--- config.mk ---
export PLATFORM = sky130hd
export DESIGN_NAME = matmul_job_arbiter
export DESIGN_NICKNAME = d
export VERILOG_FILES = /design/src/rtl/matmul_pkg.sv /design/src/rtl/matmul_job_arbiter_rr_pick.sv /design/src/rtl/matmul_job_arbiter.sv
export SDC_FILE = /design/constraint.sdc
export NUM_CORES = 1
export LEC_CHECK = 0
export BUFFER_PORTS_ARGS = -buffer_cell sky130_fd_sc_hd__buf_2
export CAP_MARGIN = 20
export CORE_MARGIN = 3
export CORE_UTILIZATION = 40
export CTS_CLUSTER_DIAMETER = 120
export DETAILED_ROUTE_END_ITERATION = 6
export MAX_ROUTING_LAYER = met4
export PLACE_DENSITY = 0.55
export SLEW_MARGIN = 30
export SYNTH_ARGS = -nofsm -noshare
export SYNTH_HDL_FRONTEND = slang
export SYNTH_SLANG_ARGS = --single-unit
export TNS_END_PERCENT = 20
--- constraint.sdc ---
create_clock -name clk -period 2.8 [get_ports clk]
set_clock_uncertainty 0.05 [all_clocks]
set_input_delay 0.14 -clock clk [delete_from_list [all_inputs] [get_ports clk]]
set_output_delay 0.14 -clock clk [all_outputs]
set_load 0.01 [all_outputs]
--- src/rtl/matmul_pkg.sv ---
// Shared types and defaults for the matrix-multiply job arbiter.
package matmul_pkg;

  typedef enum logic [2:0] {
    ARB_IDLE,
    ARB_GRANT,
    ARB_RUN,
    ARB_RELEASE,
    ARB_ABORT
  } arb_state_t;

  localparam int DEFAULT_N = 4;

  // Worst-case engine run time for an n x n product plus slack.
  function automatic int default_timeout(input int n);
    return n * n * (n + 1) + 16;
  endfunction

endpackage

--- src/rtl/matmul_job_arbiter_rr_pick.sv ---
// Combinational round-robin pick: first unmasked request at or after ptr_i, wrapping.
module rr_pick #(
  parameter  int NUM_REQ = 4,
  localparam int IW      = $clog2(NUM_REQ)
) (
  input  logic [NUM_REQ-1:0] req_i,
  input  logic [NUM_REQ-1:0] mask_i,
  input  logic [IW-1:0]      ptr_i,
  output logic               valid_o,
  output logic [IW-1:0]      idx_o,
  output logic [NUM_REQ-1:0] onehot_o
);

  logic [IW-1:0] cand;

  always_comb begin
    valid_o  = 1'b0;
    idx_o    = '0;
    cand     = '0;
    // Walk offsets from farthest to nearest so the nearest hit is written last.
    for (int k = NUM_REQ - 1; k >= 0; k--) begin
      cand = IW'((int'(ptr_i) + k) % NUM_REQ);
      if (req_i[cand] && !mask_i[cand]) begin
        valid_o = 1'b1;
        idx_o   = cand;
      end
    end
    onehot_o = valid_o ? (NUM_REQ'(1) << idx_o) : '0;
  end

endmodule

--- src/rtl/matmul_job_arbiter.sv ---
// Round-robin owner of a shared start/done matrix engine with a run-time watchdog.
module matmul_job_arbiter
  import matmul_pkg::*;
#(
  parameter  int NUM_REQ = 4,
  parameter  int N       = DEFAULT_N,
  parameter  int TIMEOUT = default_timeout(N),
  localparam int IW      = $clog2(NUM_REQ),
  localparam int TW      = $clog2(TIMEOUT + 1)
) (
  input  logic               clk,
  input  logic               reset,
  input  logic [NUM_REQ-1:0] req,
  output logic [NUM_REQ-1:0] gnt,
  output logic [IW-1:0]      sel,
  output logic               eng_start,
  input  logic               eng_done,
  output logic [NUM_REQ-1:0] req_done,
  output logic               busy,
  output logic               err,
  input  logic               err_clr
);

  arb_state_t         state_q, state_d;
  logic [IW-1:0]      rr_ptr_q, rr_ptr_d;
  logic [TW-1:0]      timer_q, timer_d;
  logic [NUM_REQ-1:0] gnt_q, gnt_d;
  logic [IW-1:0]      sel_q, sel_d;
  logic               eng_start_q, eng_start_d;
  logic [NUM_REQ-1:0] req_done_q, req_done_d;
  logic               busy_q, busy_d;
  logic               err_q, err_d;

  logic [IW-1:0]      owner_inc;
  logic [IW-1:0]      pick_ptr;
  logic [NUM_REQ-1:0] pick_mask;
  logic               pick_valid;
  logic [IW-1:0]      pick_idx;
  logic [NUM_REQ-1:0] pick_onehot;

  // sel_q holds the owner for the whole job, so it doubles as the owner index.
  assign owner_inc = (sel_q == IW'(NUM_REQ - 1)) ? '0 : sel_q + 1'b1;
  assign pick_ptr  = (state_q == ARB_RELEASE) ? owner_inc : rr_ptr_q;
  assign pick_mask = (state_q == ARB_RELEASE) ? gnt_q : '0;

  rr_pick #(.NUM_REQ(NUM_REQ)) u_pick (
    .req_i    (req),
    .mask_i   (pick_mask),
    .ptr_i    (pick_ptr),
    .valid_o  (pick_valid),
    .idx_o    (pick_idx),
    .onehot_o (pick_onehot)
  );

  always_comb begin
    state_d     = state_q;
    rr_ptr_d    = rr_ptr_q;
    timer_d     = timer_q;
    gnt_d       = gnt_q;
    sel_d       = sel_q;
    eng_start_d = 1'b0;
    req_done_d  = '0;
    err_d       = err_clr ? 1'b0 : err_q;

    case (state_q)
      ARB_IDLE: begin
        if (pick_valid) begin
          state_d     = ARB_GRANT;
          gnt_d       = pick_onehot;
          sel_d       = pick_idx;
          eng_start_d = 1'b1;
        end
      end
      ARB_GRANT: begin
        timer_d = '0;
        state_d = ARB_RUN;
      end
      ARB_RUN: begin
        timer_d = timer_q + 1'b1;
        if (eng_done) begin
          state_d    = ARB_RELEASE;
          req_done_d = gnt_q;
        end else if (timer_q == TW'(TIMEOUT - 1)) begin
          state_d    = ARB_ABORT;
          req_done_d = gnt_q;
        end
      end
      ARB_RELEASE: begin
        rr_ptr_d = owner_inc;
        if (pick_valid) begin
          state_d     = ARB_GRANT;
          gnt_d       = pick_onehot;
          sel_d       = pick_idx;
          eng_start_d = 1'b1;
        end else begin
          state_d = ARB_IDLE;
          gnt_d   = '0;
          sel_d   = '0;
        end
      end
      ARB_ABORT: begin
        err_d    = 1'b1;
        rr_ptr_d = owner_inc;
        state_d  = ARB_IDLE;
        gnt_d    = '0;
        sel_d    = '0;
      end
      default: begin
        state_d = ARB_IDLE;
        gnt_d   = '0;
        sel_d   = '0;
      end
    endcase

    busy_d = (state_d != ARB_IDLE);
  end

  always_ff @(posedge clk or posedge reset) begin
    if (reset) begin
      state_q     <= ARB_IDLE;
      rr_ptr_q    <= '0;
      timer_q     <= '0;
      gnt_q       <= '0;
      sel_q       <= '0;
      eng_start_q <= 1'b0;
      req_done_q  <= '0;
      busy_q      <= 1'b0;
      err_q       <= 1'b0;
    end else begin
      state_q     <= state_d;
      rr_ptr_q    <= rr_ptr_d;
      timer_q     <= timer_d;
      gnt_q       <= gnt_d;
      sel_q       <= sel_d;
      eng_start_q <= eng_start_d;
      req_done_q  <= req_done_d;
      busy_q      <= busy_d;
      err_q       <= err_d;
    end
  end

  assign gnt       = gnt_q;
  assign sel       = sel_q;
  assign eng_start = eng_start_q;
  assign req_done  = req_done_q;
  assign busy      = busy_q;
  assign err       = err_q;

endmodule

==> results by group, run 1 <==
Finish
  • Total Nets Final: approximately 180
  • Share of cells above drive strength 1: 24.9%
  • Layout area overhead: 14.1%
  • Non-filler cells, final: 219
  • Ant diodes: 0
  • Final design utilization: approximately half

Timing
  • Post-layout min period: 2430 ps
  • Final period util: between 80 and 90%
  • Slew at the pin closest to its max-slew limit: about 750 ps
  • Relative slew slack: 49.7%
  • Max frequency: between 400 and 500 MHz
  • Slew Viols, Final: 0
  • Fin. Hold Viols: 0
  • Final WS setup: 375 ps
  • Setup violators final: 0
  • RSZ-0062 raised after global routing: false
  • Fin Hold WS: around 15 ps
  • Setup TNS: 0 ps

Global route
  • Vias in the first global route: between 1000 and 1500
  • Initial antenna violation count: 0
  • GRT Util Overall: ~16%
  • Pin count of the biggest net entering global routing: 26
  • First-pass GRT wire length: between 5000 and 6000 um
  • Grt total ovfl: 0

Yosys
  • Unique masters post-synth: 47
  • Synth Cell Area: around 0.0015 mm2
  • Seq/Total Area, Yosys: a little over two fifths
  • Synth Area per Inst: ~9.9 um2
  • Share of the synthesized area in the top cell type: between 40% and 50%
  • Synth Instances: 150
  • Yosys Warn Count: 0
  • Post-synth net total: between 150 and 200
  • Top cells by area, synth: dfrtp_1 42%, o21ai_0 4.4%, mux2i_1 3.4%
  • Flops & latches, synth: 25
  • Leading cell types by count after synthesis: 25 x dfrtp_1, 13 x o21ai_0, 10 x nand2_1
  • Top_reg_cell synth: dfrtp_1
  • Post-synth EDFFs: 0
  • Most frequent cell after synthesis: dfrtp_1
  • Yosys top cell by area: dfrtp_1
  • Post-synth ARST share: 100%

Pwr
  • LEAKAGE: 0.785 nW
  • Peak VDD IR: 0.376 mV
  • Cell Pwr Density: between 1000 and 1500 mW/mm2

Route
  • Routed WL: 3170 um
  • DR vias/cell: about 5.7
  • Via count: between 1000 and 1500
  • Detailed Route Iter0 Violations: 80
  • Final ANT Viol Nets: 0
  • DRT Pass-1 Iters: 4
  • Number of remaining DRC errors: 0
  • Routed len/inst: between 10 and 15 um

Clocking
  • Num CTS Buffers: 3
  • Post-CTS sizing: 0
  • CTS H-tree depth: 1
  • TritonCTS Sinks: 25
  • Worst skew pair latency: around 270 ps
  • Setup bufs post-CTS: 0
  • CTS tree: yes
  • Clock transition at path regs: about 100 ps
  • Clock root cell: clkbuf_8
  • Maximum root-to-sink buffer count: 2
  • Hold_buf cts: 1

Critical path
  • CP Max Fanout: 9
  • Critical Path AT: about 2500 ps
  • Reg2reg path depth: 7
  • Critical path type: flop to flop
  • Critical path startpoint: sel[0]$_DFFE_PP0P_
  • CP Data Required Time: 2910 ps
  • Worst R2R Start: sel[0]$_DFFE_PP0P_
  • Worst setup SP type: flop
  • Crit. End Element: flop

Die
  • Ports: 21
  • Starting Density: 42.9%
  • Core area: about 0.0035 mm2
  • Die area: 0.00449 mm2
  • Rows: 21
  • Die Ht: about 67 um
  • Die width: ~67 um

Placed design
  • Placement Setup Slack: around 420 ps
  • Detail Placement HPWL: ~2400 um
  • PortBufs: 20
  • Placed Cells: approximately 210
  • Placer Congestion: 0.885

Run
  • Max-cap violations: 0

Hold path
  • Hold path start: eng_done
  • Hold-critical path depth: 2
  • Hold Path Class: input pin to flop

Status
  • Status: finished, final reports clean
-- per-layer routing --
layer / wire (um) / GRT usage [%] / vias up
met4: 17 / 4.30 / 0
met2: 1390 / 24.4 / 31
li1: - / - / 615
met5: 0 / - / -
met1: 1610 / 22.4 / 595
met3: 157 / 2.70 / 2
-- cells in the final DEF (no fill, tap or decap), types with 2 or more instances in the layout --
| cell | n |
|---|---|
| a22o_2 | 2 |
| nor2b_1 | 4 |
| and3b_1 | 2 |
| o31ai_1 | 4 |
| inv_1 | 4 |
| a211o_1 | 2 |
| buf_2 | 20 |
| inv_2 | 2 |
| a21oi_1 | 6 |
| nor3b_1 | 2 |
| a31oi_1 | 4 |
| a211oi_1 | 2 |
| ha_1 | 2 |
| nor3_1 | 2 |
| dlygate4sd3_1 | 2 |
| nor2_1 | 3 |
| nand3_1 | 4 |
| o211ai_1 | 2 |
| mux2_2 | 4 |
| and2_1 | 7 |
| a22o_1 | 3 |
| o41ai_1 | 2 |
| nand4_1 | 5 |
| nand2_1 | 10 |
| o21ai_0 | 13 |
| mux2i_1 | 5 |
| clkbuf_8 | 3 |
| dfrtp_1 | 25 |
| nand2b_1 | 6 |
| a21o_1 | 2 |
-- logic make-up (layout without fill, tap and decap cells) --
family | Yosys count | in the layout | share of synthesized area [%]
AO/OA/AOI/OAI | 48 | 48 | 22.8
buffers and inverters | 10 | 33 | 3.11
multiplexers | 12 | 12 | 9.07
adder cells (fa/ha/maj) | 2 | 2 | 1.68
flip-flops | 25 | 25 | 42.0
AND/OR/NAND/NOR | 53 | 53 | 21.3
-- power by group --
group	switching [mW]	total (mW)	internal [mW]
Clock	0.119	0.220	0.101
Combinational	0.549	0.990	0.441
Sequential	0.129	0.593	0.465
Total	0.797	1.80	1.01
-- cell type report --
class / instances / area (um2)
Fill cell: 346 / 1770
Multi-Input combinational cell: 115 / 817
Sequential cell: 25 / 626
Timing Repair Buffer: 23 / 128
Tap cell: 46 / 57.6
Clock buffer: 3 / 41.3
Inverter: 6 / 22.5
Clock inverter: 1 / 7.51
-- sequential cells by signal, indices dropped and copies added, names as in the netlist --
name,flops
eng_start,1
state_q,3
req_done,4
rr_ptr_q,2
err,1
busy,1
gnt,4
sel,2
timer_q,7
-- path summary, 6_finish.rpt --
kind | end | slack, ps
worst max-delay path | gnt[1]$_DFFE_PP0P_ | 370
min in group asynchronous | state_q[1]$_DFF_PP0_ | 390
worst min register to register | timer_q[6]$_DFFE_PP0N_ | 440
worst max register to register | gnt[1]$_DFFE_PP0P_ | 370
max in group asynchronous | gnt[2]$_DFFE_PP0P_ | 1950
worst min-delay path | state_q[2]$_DFF_PP0_ | 10
-- critical path, stage by stage, from the launching register on --
cell and delay (ps):
dfrtp_1 450, ha_1 270, nor2_4 260, mux2i_1 390, a21oi_1 150, a221oi_2 300
o22ai_2 160, a32o_1 280
-- stage by stage --
stage               total power [mW]  area, um2
finish                          1.80       1700
global route                    1.97       1700
CTS                             1.80       1690
floorplan                       1.36       1490
detailed placement              1.58       1630
global placement                1.58       1630
No activity file was read; power rests on OpenSTA's default activity.
==> inputs of run 2 (changes only) <==
--- a/config.mk
+++ b/config.mk
@@ -5,6 +5,7 @@
 export SDC_FILE = /design/constraint.sdc
 export NUM_CORES = 1
 export LEC_CHECK = 0
+export ABC_AREA = 1
 export BUFFER_PORTS_ARGS = -buffer_cell sky130_fd_sc_hd__buf_2
 export CAP_MARGIN = 20
 export CORE_MARGIN = 3
==> run 2 against run 1 <==
Against the previous run: sequential power down 4.9%; first-iteration DRC count increased by 24%; sequential cell count unchanged; via count up 7.5%; critical path depth up 6; die area is 1.1% higher; cell count grew 25%; synthesized cell count rose by 36%; worst hold slack gained 8.9 ps; global-route usage is 1.5 points higher; count of clock-buffer cells in the layout stayed put; final area increased by 1.1%.
==> results by group, run 2 <==
Yosys
  • Leading cell types by count after synthesis: 69 x nand2_1, 27 x inv_1, 25 x dfrtp_1
  • Post-synth ARST share: 100%
  • Synth Cell Area: around 0.0015 mm2
  • Synth Area per Inst: ~7.4 um2
  • Yosys Warn Count: 0
  • Post-synth net total: between 200 and 250
  • Seq/Total Area, Yosys: between 40% and 50%
  • Yosys top cell by area: dfrtp_1
  • Unique masters post-synth: 27
  • Top cells by area, synth: dfrtp_1 42%, nand2_1 17%, inv_1 6.7%
  • Most frequent cell after synthesis: nand2_1
  • Share of the synthesized area in the top cell type: around two fifths
  • Post-synth EDFFs: 0
  • Top_reg_cell synth: dfrtp_1
  • Flops & latches, synth: 25
  • Synth Instances: about 200

Placed design
  • Detail Placement HPWL: between 2000 and 3000 um
  • Placer Congestion: ~0.94
  • PortBufs: 20
  • Placement Setup Slack: roughly 690 ps

Global route
  • Initial antenna violation count: 0
  • First-pass GRT wire length: roughly 6000 um
  • M2 GR Usage: 26.3%
  • GRT met1 Usage: between 20% and 30%
  • Grt peak-use layer: met2
  • GRT Util Overall: 17.7%
  • Pin count of the biggest net entering global routing: 26
  • Vias in the first global route: around 1300
  • Met3 usage: 5.16%
  • Grt total ovfl: 0

Critical path
  • Setup slack, reg-to-reg: between 600 and 700 ps
  • Slowest stage delay, CP: 420 ps
  • CP Data Required Time: slightly below 3000 ps
  • Worst setup SP type: flop
  • Crit. End Element: flop
  • CP Max Fanout: 7
  • Critical path type: flop to flop
  • Most frequent cell on the critical path: nand2_1
  • Critical Path AT: between 2000 and 2500 ps
  • Slowest cell on crit path: dfrtp_1
  • Crit-path cells: ha_1 > nor2_1 > inv_1 > nand2_1 > nand2_4 > nand2_1 > nand2_2 > nor2_2 > nand3_1 > nand2_1 > inv_2 > a21oi_1 > nand2_1

Route
  • Final ANT Viol Nets: 0
  • Routed len/inst: roughly 12 um
  • DR vias/cell: ~4.9
  • Detailed Route Iter0 Violations: approximately 100
  • Via count: 1336
  • Routed WL: approximately 3200 um
  • DRT Pass-1 Iters: 4
  • Number of remaining DRC errors: 0

Die
  • Die area: between 0.004 and 0.005 mm2
  • Ports: 21
  • Die width: roughly 67 um
  • Starting Density: 43.4%
  • Die Ht: 67.4 um
  • Core area: about 0.0035 mm2
  • Rows: 21

Timing
  • Relative slew slack: between 60 and 70%
  • Post-layout min period: 2120 ps
  • Setup TNS: 0 ps
  • Max frequency: 472 MHz
  • Final WS setup: slightly below 700 ps
  • Slew Viols, Final: 0
  • Slew at the pin closest to its max-slew limit: 512 ps
  • Final period util: around 76%
  • RSZ-0062 raised after global routing: false
  • Setup violators final: 0
  • Fin. Hold Viols: 0

Finish
  • Total Nets Final: 239
  • Max FFs per register: 7
  • Top reg by flops: timer_q
  • Share of cells above drive strength 1: between 20 and 25%
  • Layout area overhead: 14.0%
  • Most frequent cells in the layout: 69 x nand2_1, 26 x inv_1, 25 x dfrtp_1
  • Most common cell after layout, fill and taps aside: nand2_1
  • Ant diodes: 0
  • Final design utilization: around half

Pwr
  • LEAKAGE: 0.941 nW
  • Cell Pwr Density: around 1200 mW/mm2
  • Peak VDD IR: 0.680 mV

Hold path
  • Hold Path Class: input pin to flop

Clocking
  • TritonCTS Sinks: 25
  • Post-CTS sizing: 0
  • Num CTS Buffers: 3
  • Worst skew pair latency: 260 ps
  • Clock transition at path regs: about 80 ps
  • Clock root cell: clkbuf_8
  • CTS tree: yes
  • Maximum root-to-sink buffer count: 2
  • CTS H-tree depth: 1

Run
  • Max-cap violations: 0

Status
  • Status: finished, final reports clean
[run 2: cell types whose count changed in the layout (fill, tap and decap cells not counted), sizes merged, moves of 5 or more]
cell    change
mux2        -5
mux2i       -6
nor2       +10
inv        +23
nand3      +15
and2        -7
nand2b      -6
nand2      +69
[run 2: per-layer routing]
layer | part of all wire, % | up-vias | routed length (um)
met3 | 4.5 | 2 | 145
met4 | 0.52 | 0 | 17
met1 | 51 | 614 | 1660
li1 | - | 697 | -
met5 | 0 | - | 0
met2 | 44 | 23 | 1420
[run 2: stage by stage]
step / hold WS [ps] / power (mW) / instance area (um2) / std cells
finish: 23.6 / 1.98 / 1720 / 274
global route: 37.2 / 2.23 / 1720 / 274
CTS: 18.7 / 2.00 / 1710 / 273
detailed placement: 281 / 1.78 / 1650 / 268
global placement: 271 / 1.78 / 1650 / 268
floorplan: 117 / 1.53 / 1510 / 204
[run 2: timing repair]
action / CTS / global route
hold buffers: 1 / 1
setup buffers: 0 / 0
hold endpoints to repair: 1 / 25
setup endpoints to repair: 0 / 0
[run 2: cell type report]
| class | count | area, um2 |
|---|---|---|
| flip-flops and latches | 25 | 626 |
| repair buffers | 23 | 128 |
| well taps | 46 | 57.6 |
| multi-input cells | 147 | 752 |
| clock buffers | 3 | 41.3 |
| fillers | 372 | 1750 |
| inverters | 29 | 109 |
| clock inverters | 1 | 5.00 |
[run 2: cells by family after synthesis]
group / count (synthesis) / synth area share [%]
AO/OA/AOI/OAI: 19 / 7.64
flip-flops: 25 / 41.5
multiplexers: 1 / 0.747
buffers and inverters: 32 / 8.55
adder cells (fa/ha/maj): 2 / 1.66
AND/OR/NAND/NOR: 125 / 39.9
[run 2: report_power, final]
part	total, mW	switching (mW)	internal, mW	leakage [nW]
registers	0.564	0.103	0.461	0.330
clock network	0.207	0.108	0.0993	0.0255
logic	1.21	0.795	0.416	0.586
[run 2: worst paths after layout]
kind,to,start,cells past startpoint
worst max-delay path,busy$_DFF_PP0_,sel[0]$_DFFE_PP0P_,13
worst min-delay path,state_q[2]$_DFF_PP0_,eng_done,2
worst max register to register,busy$_DFF_PP0_,sel[0]$_DFFE_PP0P_,13
worst min register to register,timer_q[0]$_DFFE_PP0N_,timer_q[0]$_DFFE_PP0N_,1
max in group asynchronous,rr_ptr_q[1]$_DFFE_PP0P_,reset,3
min in group asynchronous,eng_start$_DFF_PP0_,reset,3
[run 2: critical path: cells and delay by family, from the launching register on]
family	cells	cell delay (ps)
compound gates	1	160
simple gates	9	1020
flops	1	420
fa+ha+maj	1	200
buf+inv	2	160
==> inputs of run 3 (changes only) <==
--- a/config.mk
+++ b/config.mk
@@ -13,7 +13,7 @@
 export CTS_CLUSTER_DIAMETER = 120
 export DETAILED_ROUTE_END_ITERATION = 6
 export MAX_ROUTING_LAYER = met4
-export PLACE_DENSITY = 0.55
+export PLACE_DENSITY = 0.57
 export SLEW_MARGIN = 30
 export SYNTH_ARGS = -nofsm -noshare
 export SYNTH_HDL_FRONTEND = slang
==> constraint.sdc (replaced) <==
create_clock -name clk -period 1.93 [get_ports clk]
set_clock_uncertainty 0.05 [all_clocks]
set_input_delay 0.0965 -clock clk [delete_from_list [all_inputs] [get_ports clk]]
set_output_delay 0.0965 -clock clk [all_outputs]
set_load 0.01 [all_outputs]
==> run 3 against run 2 <==
Against the previous run: cell count increased by 6.9%; clock power increased by 51%; sequential share of layout area decreased by 6.4 points; via count increased by 9.4%; worst hold slack got worse by 8.7 ps; power increased by 97%; sequential cell count unchanged; combinational power increased by 130%; first-iteration DRC count decreased by 13%; maximum frequency increased by 10%; critical path type unchanged.
==> results by group, run 3 (synthesis results as in run 2) <==
Status
  • Status: finished, final reports clean

Die
  • Die Ht: about 67 um
  • Die width: slightly below 70 um
  • Ports: 21
  • Rows: 21
  • Core area: 0.00347 mm2
  • Starting Density: a little over two fifths
  • Die area: around 0.0045 mm2

Placed design
  • Placed inst area: ~0.0017 mm2
  • Detail Placement HPWL: between 2000 and 3000 um
  • PortBufs: 20
  • Placer Congestion: ~0.90
  • Placed Cells: 280

Route
  • Number of remaining DRC errors: 0
  • Final ANT Viol Nets: 0
  • DRT Pass-1 Iters: 4
  • Routed len/inst: around 13 um
  • Via count: 1461
  • DR vias/cell: 4.99
  • Detailed Route Iter0 Violations: 86
  • Routed WL: 3890 um

Global route
  • Initial antenna violation count: 0
  • GRT Util Overall: between 15 and 20%
  • Vias in the first global route: approximately 1300
  • Grt total ovfl: 0
  • Pin count of the biggest net entering global routing: 26
  • First-pass GRT wire length: 6000 um

Timing
  • Setup violators final: 0
  • Final period util: between 90% and 100%
  • Slew Viols, Final: 0
  • Slew at the pin closest to its max-slew limit: ~310 ps
  • Relative slew slack: between 70% and 80%
  • Fin. Hold Viols: 0
  • Post-layout min period: 1920 ps
  • Max frequency: between 500 and 600 MHz
  • RSZ-0062 raised after global routing: true

Critical path
  • Slowest stage delay, CP: between 400 and 500 ps
  • Critical Path AT: a little over 2000 ps
  • Worst setup SP type: flop
  • Most frequent cell on the critical path: nand2_1
  • Critical path type: flop to flop
  • CP Max Fanout: 4
  • Crit-path cells: ha_4 > nand4_1 > nand2_2 > nand2_1 > nand2_2 > nor2_4 > o21ai_1 > nand2_1 > nand3_2 > inv_2 > nand2_1 > nand2_1
  • Slowest cell on crit path: dfrtp_1
  • Crit. End Element: flop
  • CP Data Required Time: 2050 ps

Clocking
  • Num CTS Buffers: 3
  • Clock root cell: clkbuf_8
  • TritonCTS Sinks: 25
  • Worst skew pair latency: between 200 and 300 ps
  • Clock transition at path regs: 90 ps
  • CTS H-tree depth: 1
  • Maximum root-to-sink buffer count: 2
  • CTS tree: yes

Finish
  • Most common cell after layout, fill and taps aside: nand2_1
  • Final design utilization: between 60% and 70%
  • Ant diodes: 0
  • Non-filler cells, final: slightly below 300
  • Total Nets Final: around 260
  • Final instance area: about 0.0021 mm2
  • Share of cells above drive strength 1: 41.7%
  • Top reg by flops: timer_q
  • Max FFs per register: 7
  • Most frequent cells in the layout: 49 x nand2_1, 26 x inv_1, 22 x dfrtp_1
  • Layout area overhead: 39.3%

Run
  • Max-cap violations: 0

Pwr
  • Cell Pwr Density: approximately 1900 mW/mm2
  • LEAKAGE: around 1.1 nW
  • Peak VDD IR: between 1 and 1.5 mV

Hold path
  • Hold Path Class: input pin to flop
==> run 3: worst paths after layout <==
check | start | end | slack (ps) | cells after the start
setup reg to reg | sel[0]$_DFFE_PP0P_ | gnt[2]$_DFFE_PP0P_ | 8 | 12
hold reg to reg | err$_DFFE_PP0P_ | err$_DFFE_PP0P_ | 490 | 2
setup / recovery | sel[0]$_DFFE_PP0P_ | gnt[2]$_DFFE_PP0P_ | 8 | 12
min in group asynchronous | reset | timer_q[1]$_DFFE_PP0N_ | 350 | 4
max in group asynchronous | reset | state_q[2]$_DFF_PP0_ | 1210 | 4
hold / removal | eng_done | state_q[2]$_DFF_PP0_ | 10 | 2
==> run 3: cell type report <==
class | instances | area (um2)
clock buffer | 3 | 41.3
clock inverter | 1 | 7.51
fill | 315 | 1370
inverter | 29 | 109
multi-input combinational | 147 | 972
sequential | 25 | 629
tap | 46 | 57.6
timing repair buffer | 42 | 282
==> run 3: critical path, delay by kind of cell (launching register included) <==
kind	cells	cell delay, ps
buffers and inverters	1	30
adders and majority gates	1	300
AOI/OAI and AO/OA	1	150
and+or+nand+nor	9	860
DFF	1	420
==> run 3: metrics by stage <==
step	hold WS, ps	worst slack [ps]	power (mW)	setup TNS (ps)
3_3_place_gp	106	-51.4	2.77	-265
4_1_cts	6.24	-0.307	3.13	-0.307
2_1_floorplan	73.8	5.11	2.21	0
5_1_grt	13.5	-107	4.21	-488
6_report	14.8	7.67	3.90	0
3_5_place_dp	110	-107	2.79	-685
==> run 3: repair_timing <==
item                                    CTS  global route
hold buffers                              2             0
pin swaps                                 1            14
hold endpoints to repair                 26             0
resized for setup                         2            57
cloned                                    0             0
endpoints found under the setup margin    9            10
setup buffers                             1             6
==> run 3: power by group <==
part	switching, mW	internal [mW]
clock network	0.166	0.146
registers	0.132	0.673
logic	1.67	1.11
==> run 3: layer usage <==
metal,share of wire [%],global-route usage [%]
met3,4.3,3.99
met1,50,25.7
met5,0,-
met4,0.21,3.04
met2,46,25.8
